===== config.mk =====
export PLATFORM = sky130hd
export DESIGN_NAME = spi_master
export DESIGN_NICKNAME = d
export VERILOG_FILES = /design/src/rtl/spi_master.sv
export SDC_FILE = /design/constraint.sdc
export NUM_CORES = 1
export LEC_CHECK = 0
export CAP_MARGIN = 25
export CELL_PAD_IN_SITES_DETAIL_PLACEMENT = 0
export CELL_PAD_IN_SITES_GLOBAL_PLACEMENT = 1
export CORE_ASPECT_RATIO = 0.7
export CORE_MARGIN = 2
export CORE_UTILIZATION = 35
export CTS_CLUSTER_DIAMETER = 200
export DETAILED_ROUTE_END_ITERATION = 16
export MAX_ROUTING_LAYER = met4
export PLACE_DENSITY_LB_ADDON = 0.2
export SKIP_LAST_GASP = 1
export SYNTH_ARGS = -nofsm -noshare
export SYNTH_HDL_FRONTEND = slang
export SYNTH_SLANG_ARGS = --single-unit

===== constraint.sdc =====
create_clock -name clk -period 4 [get_ports clk]
set_clock_uncertainty 0.05 [all_clocks]
set_input_delay 1 -clock clk [delete_from_list [all_inputs] [get_ports clk]]
set_output_delay 1 -clock clk [all_outputs]
set_load 0.01 [all_outputs]

===== src/rtl/spi_master.sv =====
// SPI initiator: serialises one word per wr pulse on sck/mosi/ss and captures miso
// into bus_out, with programmable sck divider, CPOL/CPHA and rdy/rdy_ack handshake.
module spi_master #(
    parameter int MAX_BITS_PER_WORD = 8,
    parameter int DIV_WIDTH         = 8
) (
    input  logic                         clk,
    input  logic                         rst,
    input  logic                         en_i,
    input  logic [1:0]                   mode_i,
    input  logic [DIV_WIDTH-1:0]         clk_div_i,
    input  logic [3:0]                   bit_per_word_i,
    input  logic                         lsb_first_i,
    input  logic                         hold_ss_i,
    input  logic [MAX_BITS_PER_WORD-1:0] bus_in_i,
    input  logic                         wr_i,
    output logic                         busy_o,
    output logic [MAX_BITS_PER_WORD-1:0] bus_out_o,
    output logic                         rdy_o,
    input  logic                         rdy_ack_i,
    output logic                         overrun_o,
    output logic                         sck_o,
    output logic                         mosi_o,
    output logic                         ss_o,
    input  logic                         miso_i
);

    localparam int         MB    = MAX_BITS_PER_WORD;
    localparam logic [4:0] MAX_N = 5'(MAX_BITS_PER_WORD);

    typedef enum logic [1:0] {
        IDLE  = 2'd0,
        LEAD  = 2'd1,
        SHIFT = 2'd2,
        TRAIL = 2'd3
    } state_t;

    // Effective word length: 0 or anything above the bus width means a full word.
    function automatic logic [4:0] word_len(input logic [3:0] bpw);
        if (bpw == 4'd0 || {1'b0, bpw} > MAX_N) begin
            return MAX_N;
        end else begin
            return {1'b0, bpw};
        end
    endfunction

    // Bus position of the idx-th bit on the wire.
    function automatic logic [4:0] bit_pos(input logic [4:0] idx, input logic [4:0] n,
                                           input logic lsb);
        if (lsb) begin
            return idx;
        end else begin
            return n - 5'd1 - idx;
        end
    endfunction

    function automatic logic word_bit(input logic [MB-1:0] w, input logic [4:0] pos);
        logic [MB-1:0] sh;
        sh = w >> pos;
        return sh[0];
    endfunction

    state_t               state_q, state_d;
    logic [DIV_WIDTH-1:0] cnt_q, cnt_d;
    logic [DIV_WIDTH-1:0] div_q, div_d;
    logic [5:0]           half_q, half_d;
    logic [4:0]           n_q, n_d;
    logic                 cpol_q, cpol_d;
    logic                 cpha_q, cpha_d;
    logic                 lsb_q, lsb_d;
    logic [MB-1:0]        tx_q, tx_d;
    logic [MB-1:0]        rx_q, rx_d;
    logic [MB-1:0]        bus_out_q, bus_out_d;
    logic                 sck_q, sck_d;
    logic                 mosi_q, mosi_d;
    logic                 ss_q, ss_d;
    logic                 busy_q, busy_d;
    logic                 rdy_q, rdy_d;
    logic                 ovr_q, ovr_d;

    logic                 phase_end_s;
    logic [DIV_WIDTH-1:0] cnt_next_s;
    logic                 last_half_s;
    logic [4:0]           samp_idx_s;
    logic [4:0]           drive_idx_s;
    logic [4:0]           n_new_s;
    logic                 complete_s;

    // Each half-period is H = div+1 cycles: the counter reloads at zero and never wraps.
    assign phase_end_s = (cnt_q == {DIV_WIDTH{1'b0}});
    assign cnt_next_s  = phase_end_s ? div_q : cnt_q - DIV_WIDTH'(1);
    assign last_half_s = (half_q == ({1'b0, n_q, 1'b0} - 6'd1));
    assign samp_idx_s  = half_q[5:1];
    assign drive_idx_s = cpha_q ? samp_idx_s : samp_idx_s + 5'd1;
    assign n_new_s     = word_len(bit_per_word_i);

    // Next-state, pin and completion logic.
    always_comb begin
        state_d    = state_q;
        cnt_d      = cnt_q;
        div_d      = div_q;
        half_d     = half_q;
        n_d        = n_q;
        cpol_d     = cpol_q;
        cpha_d     = cpha_q;
        lsb_d      = lsb_q;
        tx_d       = tx_q;
        rx_d       = rx_q;
        sck_d      = sck_q;
        mosi_d     = mosi_q;
        ss_d       = ss_q;
        busy_d     = busy_q;
        complete_s = 1'b0;

        if (!en_i) begin
            state_d = IDLE;
            ss_d    = 1'b1;
            sck_d   = mode_i[1];
            mosi_d  = 1'b1;
            busy_d  = 1'b0;
        end else begin
            case (state_q)
                IDLE: begin
                    sck_d = mode_i[1];
                    if (wr_i) begin
                        n_d    = n_new_s;
                        cpol_d = mode_i[1];
                        cpha_d = mode_i[0];
                        lsb_d  = lsb_first_i;
                        div_d  = clk_div_i;
                        cnt_d  = clk_div_i;
                        tx_d   = bus_in_i;
                        rx_d   = {MB{1'b0}};
                        half_d = 6'd0;
                        busy_d = 1'b1;
                        ss_d   = 1'b0;
                        // CPHA=0 presents the first bit before the first sck edge.
                        mosi_d = mode_i[0] ? 1'b1
                                           : word_bit(bus_in_i, bit_pos(5'd0, n_new_s, lsb_first_i));
                        state_d = ss_q ? LEAD : SHIFT;
                    end else if (!hold_ss_i) begin
                        ss_d = 1'b1;
                    end else begin
                        ss_d = ss_q;
                    end
                end
                LEAD: begin
                    cnt_d = cnt_next_s;
                    if (phase_end_s) begin
                        state_d = SHIFT;
                    end else begin
                        state_d = LEAD;
                    end
                end
                SHIFT: begin
                    cnt_d = cnt_next_s;
                    if (phase_end_s) begin
                        sck_d = ~sck_q;
                        // Even half-periods end in a leading edge, odd ones in a trailing edge.
                        if (half_q[0] == cpha_q) begin
                            rx_d = rx_q | ({{(MB-1){1'b0}}, miso_i} << bit_pos(samp_idx_s, n_q, lsb_q));
                        end else if (!last_half_s) begin
                            mosi_d = word_bit(tx_q, bit_pos(drive_idx_s, n_q, lsb_q));
                        end else begin
                            mosi_d = mosi_q;
                        end
                        if (last_half_s) begin
                            state_d = TRAIL;
                        end else begin
                            half_d = half_q + 6'd1;
                        end
                    end else begin
                        state_d = SHIFT;
                    end
                end
                TRAIL: begin
                    cnt_d = cnt_next_s;
                    if (phase_end_s) begin
                        state_d    = IDLE;
                        busy_d     = 1'b0;
                        ss_d       = ~hold_ss_i;
                        mosi_d     = 1'b1;
                        complete_s = 1'b1;
                    end else begin
                        state_d = TRAIL;
                    end
                end
                default: begin
                    state_d = IDLE;
                    busy_d  = 1'b0;
                    ss_d    = 1'b1;
                end
            endcase
        end
    end

    // Completion handshake: a fresh word beats a same-cycle acknowledge.
    always_comb begin
        bus_out_d = bus_out_q;
        rdy_d     = rdy_q;
        ovr_d     = ovr_q;
        if (complete_s) begin
            bus_out_d = rx_q;
            rdy_d     = 1'b1;
            ovr_d     = (ovr_q | rdy_q) & ~rdy_ack_i;
        end else if (rdy_ack_i) begin
            rdy_d = 1'b0;
            ovr_d = 1'b0;
        end else begin
            rdy_d = rdy_q;
            ovr_d = ovr_q;
        end
    end

    // State and output registers.
    always_ff @(posedge clk or posedge rst) begin
        if (rst) begin
            state_q   <= IDLE;
            cnt_q     <= {DIV_WIDTH{1'b0}};
            div_q     <= {DIV_WIDTH{1'b0}};
            half_q    <= 6'd0;
            n_q       <= MAX_N;
            cpol_q    <= 1'b0;
            cpha_q    <= 1'b0;
            lsb_q     <= 1'b0;
            tx_q      <= {MB{1'b0}};
            rx_q      <= {MB{1'b0}};
            bus_out_q <= {MB{1'b0}};
            sck_q     <= 1'b0;
            mosi_q    <= 1'b1;
            ss_q      <= 1'b1;
            busy_q    <= 1'b0;
            rdy_q     <= 1'b0;
            ovr_q     <= 1'b0;
        end else begin
            state_q   <= state_d;
            cnt_q     <= cnt_d;
            div_q     <= div_d;
            half_q    <= half_d;
            n_q       <= n_d;
            cpol_q    <= cpol_d;
            cpha_q    <= cpha_d;
            lsb_q     <= lsb_d;
            tx_q      <= tx_d;
            rx_q      <= rx_d;
            bus_out_q <= bus_out_d;
            sck_q     <= sck_d;
            mosi_q    <= mosi_d;
            ss_q      <= ss_d;
            busy_q    <= busy_d;
            rdy_q     <= rdy_d;
            ovr_q     <= ovr_d;
        end
    end

    assign busy_o    = busy_q;
    assign bus_out_o = bus_out_q;
    assign rdy_o     = rdy_q;
    assign overrun_o = ovr_q;
    assign sck_o     = sck_q;
    assign mosi_o    = mosi_q;
    assign ss_o      = ss_q;

endmodule

Yosys cells after proc, flatten, opt, wreduce, memory -nomap -nowiden --
Index checks and enable logic that the tools add are counted.
Storage, ports and cells: memories kept 0, output and inout bits 14, ROM bits 0, logic and storage cells 131, RAM bits 0, bits in registers 61, input bits 30, latch bits 0
Operators by class: equality and inequality tests 19, multipliers 0, multiplexer cells 62, shifts and indexed selects 3, divide/modulo/power cells 0, add/sub/neg operators 8, order comparisons 1, bitwise gates (word level) 6, reductions and logical operators 16
Operator list (count):
- 5-bit two-way mux | 16
- 8-bit two-way mux | 5
- 8-bit case mux with 2 select lines | 2
- 1-bit two-way mux | 22
- 6-bit two-way mux | 3
- 8-bit by 5-bit >> shifter with 1-bit output | 2
- 3-bit != test (second input constant) | 5
- 2-bit two-way mux | 7
- 6-bit case mux with 2 select lines | 1
- 5-bit AND reduction | 2
- 5-bit by 1-bit subtractor with 5-bit output (second input constant) | 2
- 5-bit subtractor | 2
- 3-bit AND reduction | 3
- 8-bit logical NOT | 1
- 2-bit != test (second input constant) | 4
- 4-bit != test (second input constant) | 2
- 8-bit OR | 1
- 2-bit case mux with 4 select lines | 1
- 1-bit by 5-bit << shifter with 8-bit output | 1
- 8-bit by 1-bit subtractor with 8-bit output (second input constant) | 1
- 6-bit by 7-bit == test with 1-bit output | 1
- 6-bit by 1-bit subtractor with 7-bit output (second input constant) | 1
- 6-bit by 1-bit adder with 6-bit output (second input constant) | 1
- 3-bit by 1-bit != test with 1-bit output (second input constant) | 2
- other kinds (19) | 27

Depth between registers and ports, before layout --
word-level depth 15, depth in mapped cells 12, gate-level depth less buffers 11

Worst setup path before layout --
Ideal clock, no wire load.
path type register to register, start point register half_q[1], end point register mosi_q, in the netlist mosi_o, buffers on the path 0, period minus slack after synthesis 2.978 ns, library setup time 0.077 ns, stages on the path, launching flop included 11, data required time 3.873 ns, arrival time 2.851 ns, path slack 1.022 ns, path through dfrtp_1 -> ha_1 -> mux2i_1 -> fa_1 -> nor2_1 -> a21oi_2 -> mux2_1 -> nor3b_1 -> a2111o_1 -> o311a_1 -> a31oi_1
On the way: longest elaborated chain between the ends 15, elaborated cells between the ends (all ways) 18, classes of those cells 2 x add/sub; 2 x eq/ne; 1 x shift; 12 x mux; 1 x reduce/logical
RTL lines:
- start: declaration | RTL line 66 | logic [5:0] half_q, half_d;
- start signal: assignment | RTL line 239 | half_q <= half_d;
- 5-bit by 1-bit adder with 5-bit output | RTL line 94 | assign drive_idx_s = cpha_q ? samp_idx_s : samp_idx_s + 5'd1;
- 5-bit two-way mux | RTL line 94
- 5-bit subtractor | RTL line 53 | return n - 5'd1 - idx;
- 5-bit two-way mux | RTL line 50 | if (lsb) begin
- 5-bit two-way mux | RTL line 162 | end else if (!last_half_s) begin
- 5-bit two-way mux | RTL line 160 | if (half_q[0] == cpha_q) begin
- 5-bit two-way mux | RTL line 157 | if (phase_end_s) begin
- 5-bit two-way mux | RTL line 122 | case (state_q)
- 5-bit two-way mux | RTL line 115 | if (!en_i) begin
- 8-bit by 5-bit >> shifter with 1-bit output | RTL line 59 | sh = w >> pos;
- 1-bit two-way mux | RTL line 162
- 1-bit two-way mux | RTL line 160
- 1-bit two-way mux | RTL line 157
- 1-bit case mux with 3 select lines | RTL line 122
- 1-bit two-way mux | RTL line 115
- end signal: assignment | RTL line 248 | mosi_q <= mosi_d;
- end: declaration | RTL line 75 | logic mosi_q, mosi_d;
Parallel ways exist; a longest one is shown, timed or not. The select of a mux whose other input is x is not followed. A chain may end at the register's enable or synchronous reset.

Worst setup path in the final report --
Same ends and word-level chain as after synthesis.

==> impl_results.md <==
- Yosys cell types: 53
- Status: complete, no violations
- Area growth from synthesis to layout: 24.7%
- Crit path max-delay family: compound AO/OA/AOI/OAI gates
- CTS tree: built
- ANT cells: 0
- Router iterations before antenna repair: 4
- CP max stage cell: dfrtp_1
- CP Class: reg2reg
- Synthesized Nets: 480
- R2R depth: 10
- DIE HEIGHT: 89.1 µm
- Largest net degree at the start of global routing: 27
- R2r setup slk: 0.70 ns
- DR WL/cell: 15.0 µm
- Worst-margin pin slew: 0.696 ns
- Post-route cell area: 4520 µm²
- GR peak layer: met2
- Worst path required time: 4.20 ns
- Sequential cell area: 1510 µm²
- Compound-cell area share of the yosys netlist: 16.0%
- RSZ-0062 raised after global routing: false
- Post-synthesis mux area share: 4.15%
- Ports: 44
- Initial antenna violation count: 0
- Most frequent cell after synthesis: nand2_1
- Main flop type after synthesis: dfrtp_1
- Area leader, netlist: dfrtp_1
- CP endpoint kind: flop
- Grt ovf: 0
- Share of cells above drive strength 1: 7.68%
- Pwr/cell area: 549 nW/µm²
- Die width: 126 µm
- Max transition margin: 53.5%
- Die ar.: 11200 µm²
- Met2 Usage GRT: 26.3%
- Clock Latency Late Sink: 0.33 ns
- Routed wire length: 9190 µm
- Worst-case clock buffer depth: 2
- Period minus WS final: 3.30 ns
- Iter 0 DRT Violations: 171
- Inserted Clock Buffers: 9
- Mean Syn Cell Area: 8.35 µm²
- Leakage: 1.98 nW
- GRT Overall Usage: 18.3%
- Crit Path Max Fanout: 10
- Port Buffers: 43
- Initial Util: 35.5%
- Via/cell ratio: 5.01
- TNS Setup: 0 ns
- Reg-to-Reg End: mosi_o
- # fillers: 1033
- Rows: 31
- Buffer and inverter count on the worst path: 0
- Commonest cells post-synth: nand2_1 (111), dfrtp_1 (57), a21oi_1 (31)
- Max_cap viols: 0
- Number of global-route vias before repair: 3024
- Clock sinks: 60
- Largest family of logic cells by synthesized area: simple AND/OR/NAND/NOR gates
- Final hold vios: 0
- First-pass GRT wire length: 15600 µm
- Hold Buf Count CTS: 0
- GR Util met1: 25.9%
- Critical-path cell list: ha_1 -> mux2i_1 -> fa_1 -> nor2_1 -> a21oi_2 -> mux2_1 -> nor3b_1 -> a2111o_1 -> o311a_1 -> a31oi_1
- Max Freq: 303 MHz
- Final setup violation count: 0
- Hold Crit Start: bus_out_o[1]
- Drt drc: 0
- Placed cell areas: 4200 µm²
- Largest cells by area after synthesis: dfrtp_1 (39%), nand2_1 (12%), ha_1 (4.8%), a21oi_1 (4.3%), xnor2_1 (2.9%)
- Met3 Track Usage GR: 4.31%
- H-Tree Depth: 3
- Reg-to-Reg Start: half_q[1]
- Element type at the critical path start: flop
- NumNets Final: 523
- Core ar.: 10200 µm²
- Synth Cell Area: 3620 µm²
- Area of the multi-input gates: 1980 µm²
- Hold endpoint: bus_out_o[1]
- Clk slew on worst S/H paths: 0.05 ns
- Number of synthesized flops with an enable pin: 0
- Simple-gate area share of the yosys netlist: 24.1%
- Max VDD drop: 0.202 mV
- Tcrit/Tclk final: 82.5%
- Post-synthesis adder-cell area fraction: 5.94%
- Flops & latches, synth: 60
- GPL Wtd Cong: 0.789
- Post-synth top area share: 39.4%
- Postcts setup bufs: 0
- Clock root cell: clkbuf_16
- Slowest cell delay on critical path: 0.51 ns
- Worst Path Arrival: 3.50 ns
- Final ANT Viol Nets: 0
- Async S/R FF share, synth: 100%
- Hold path depth: 2
- Mapped Cells: 434
- Vias: 3075
- Hpwl dp: 6780 µm
- Final Core Density: 44.3%
- Synth Warn #: 0
- Post-CTS resize count: 0
- Slew Limit Fails: 0
- Hold Crit Class: reg2reg
- Synth Area in XOR/XNOR: 4.35%
- Register area share after synthesis: 41.6%
==> metal layers <==
layer | up-vias | wire length [µm]
li1 | 1583 | -
met1 | 1435 | 5050
met2 | 46 | 3740
met3 | 11 | 288
met4 | 0 | 103
met5 | - | 0
==> flip-flops by register name, indices dropped and copies added, names as in the netlist, 2 cells and up <==
signal / flops
n_q: 4
rx_q: 8
bus_out_o: 8
tx_q: 8
div_q: 8
state_q: 2
half_q: 6
cnt_q: 8
==> worst min-delay path, stage by stage (launching register included) <==
cell and delay (ns):
dfrtp_1 0.34, nand2_1 0.05, nand2_1 0.04
==> worst max-delay path by stage <==
stage / end / from / cells past startpoint
global placement: mosi_o / bit_per_word_i[0] / 10
detailed placement: mosi_o / bit_per_word_i[0] / 11
finish: mosi_o / half_q[1] / 10
CTS: mosi_o / half_q[1] / 10
global route: mosi_o / half_q[1] / 10
floorplan: mosi_o / half_q[1] / 10
==> cell type report <==
cell class,instances,area share (%)
multi-input combinational,338,43.8
sequential,60,33.3
timing repair buffer,51,10.9
clock buffer,9,4.98
tap,132,3.66
clock inverter,7,2.02
inverter,17,1.41
==> layout by cell type (no fill, tap or decap), drive strengths merged, types with 2 or more instances in the layout <==
cell           instances
o31a                   2
bufinv                 2
xnor2                 12
o211ai                 2
clkinv                 4
o21ai                 34
a21oi                 32
clkdlybuf4s50         43
mux2                   3
and3                   2
nor4                   2
nor2                  25
nor3                   7
nand3b                 3
inv                   17
buf                    8
a2111o                 2
nor2b                  9
nand2                111
dfrtp                 57
fa                     2
nand4                  3
a211oi                 6
and2                   2
clkbuf                 9
or2                    2
ha                    14
a31oi                  6
mux2i                  9
or3                    5
a21o                   4
nand4b                 2
xor2                   6
dfstp                  3
nor3b                  2
nand2b                 7
or3b                   2
o22ai                  3
nand3                  6
==> kinds of logic (layout without fill, tap and decap cells) <==
logic type	count (synthesis)	in the layout
muxes	13	13
DFF	60	60
xor gates and xnor gates	18	18
AOI/OAI and AO/OA	98	98
and+or+nand+nor	193	193
buffers and inverters	36	84
adders and majority gates	16	16
==> power by group <==
part           internal [mW]  switching (mW)  total, mW
logic                  0.378           0.445      0.823
clock network          0.542           0.286      0.828
registers              0.711           0.120      0.831
total                   1.63           0.851       2.48
==> per-stage QoR <==
stage | std cells | total power [mW] | hold WS [ns] | setup WS [ns]
2_1_floorplan | 434 | 1.44 | 0.387 | 1.02
3_3_place_gp | 598 | 1.64 | 0.400 | 0.793
3_5_place_dp | 598 | 1.66 | 0.406 | 0.658
4_1_cts | 614 | 2.51 | 0.419 | 0.719
5_1_grt | 614 | 2.67 | 0.433 | 0.538
6_report | 614 | 2.48 | 0.410 | 0.698
Power figures use the tool's default switching activity.
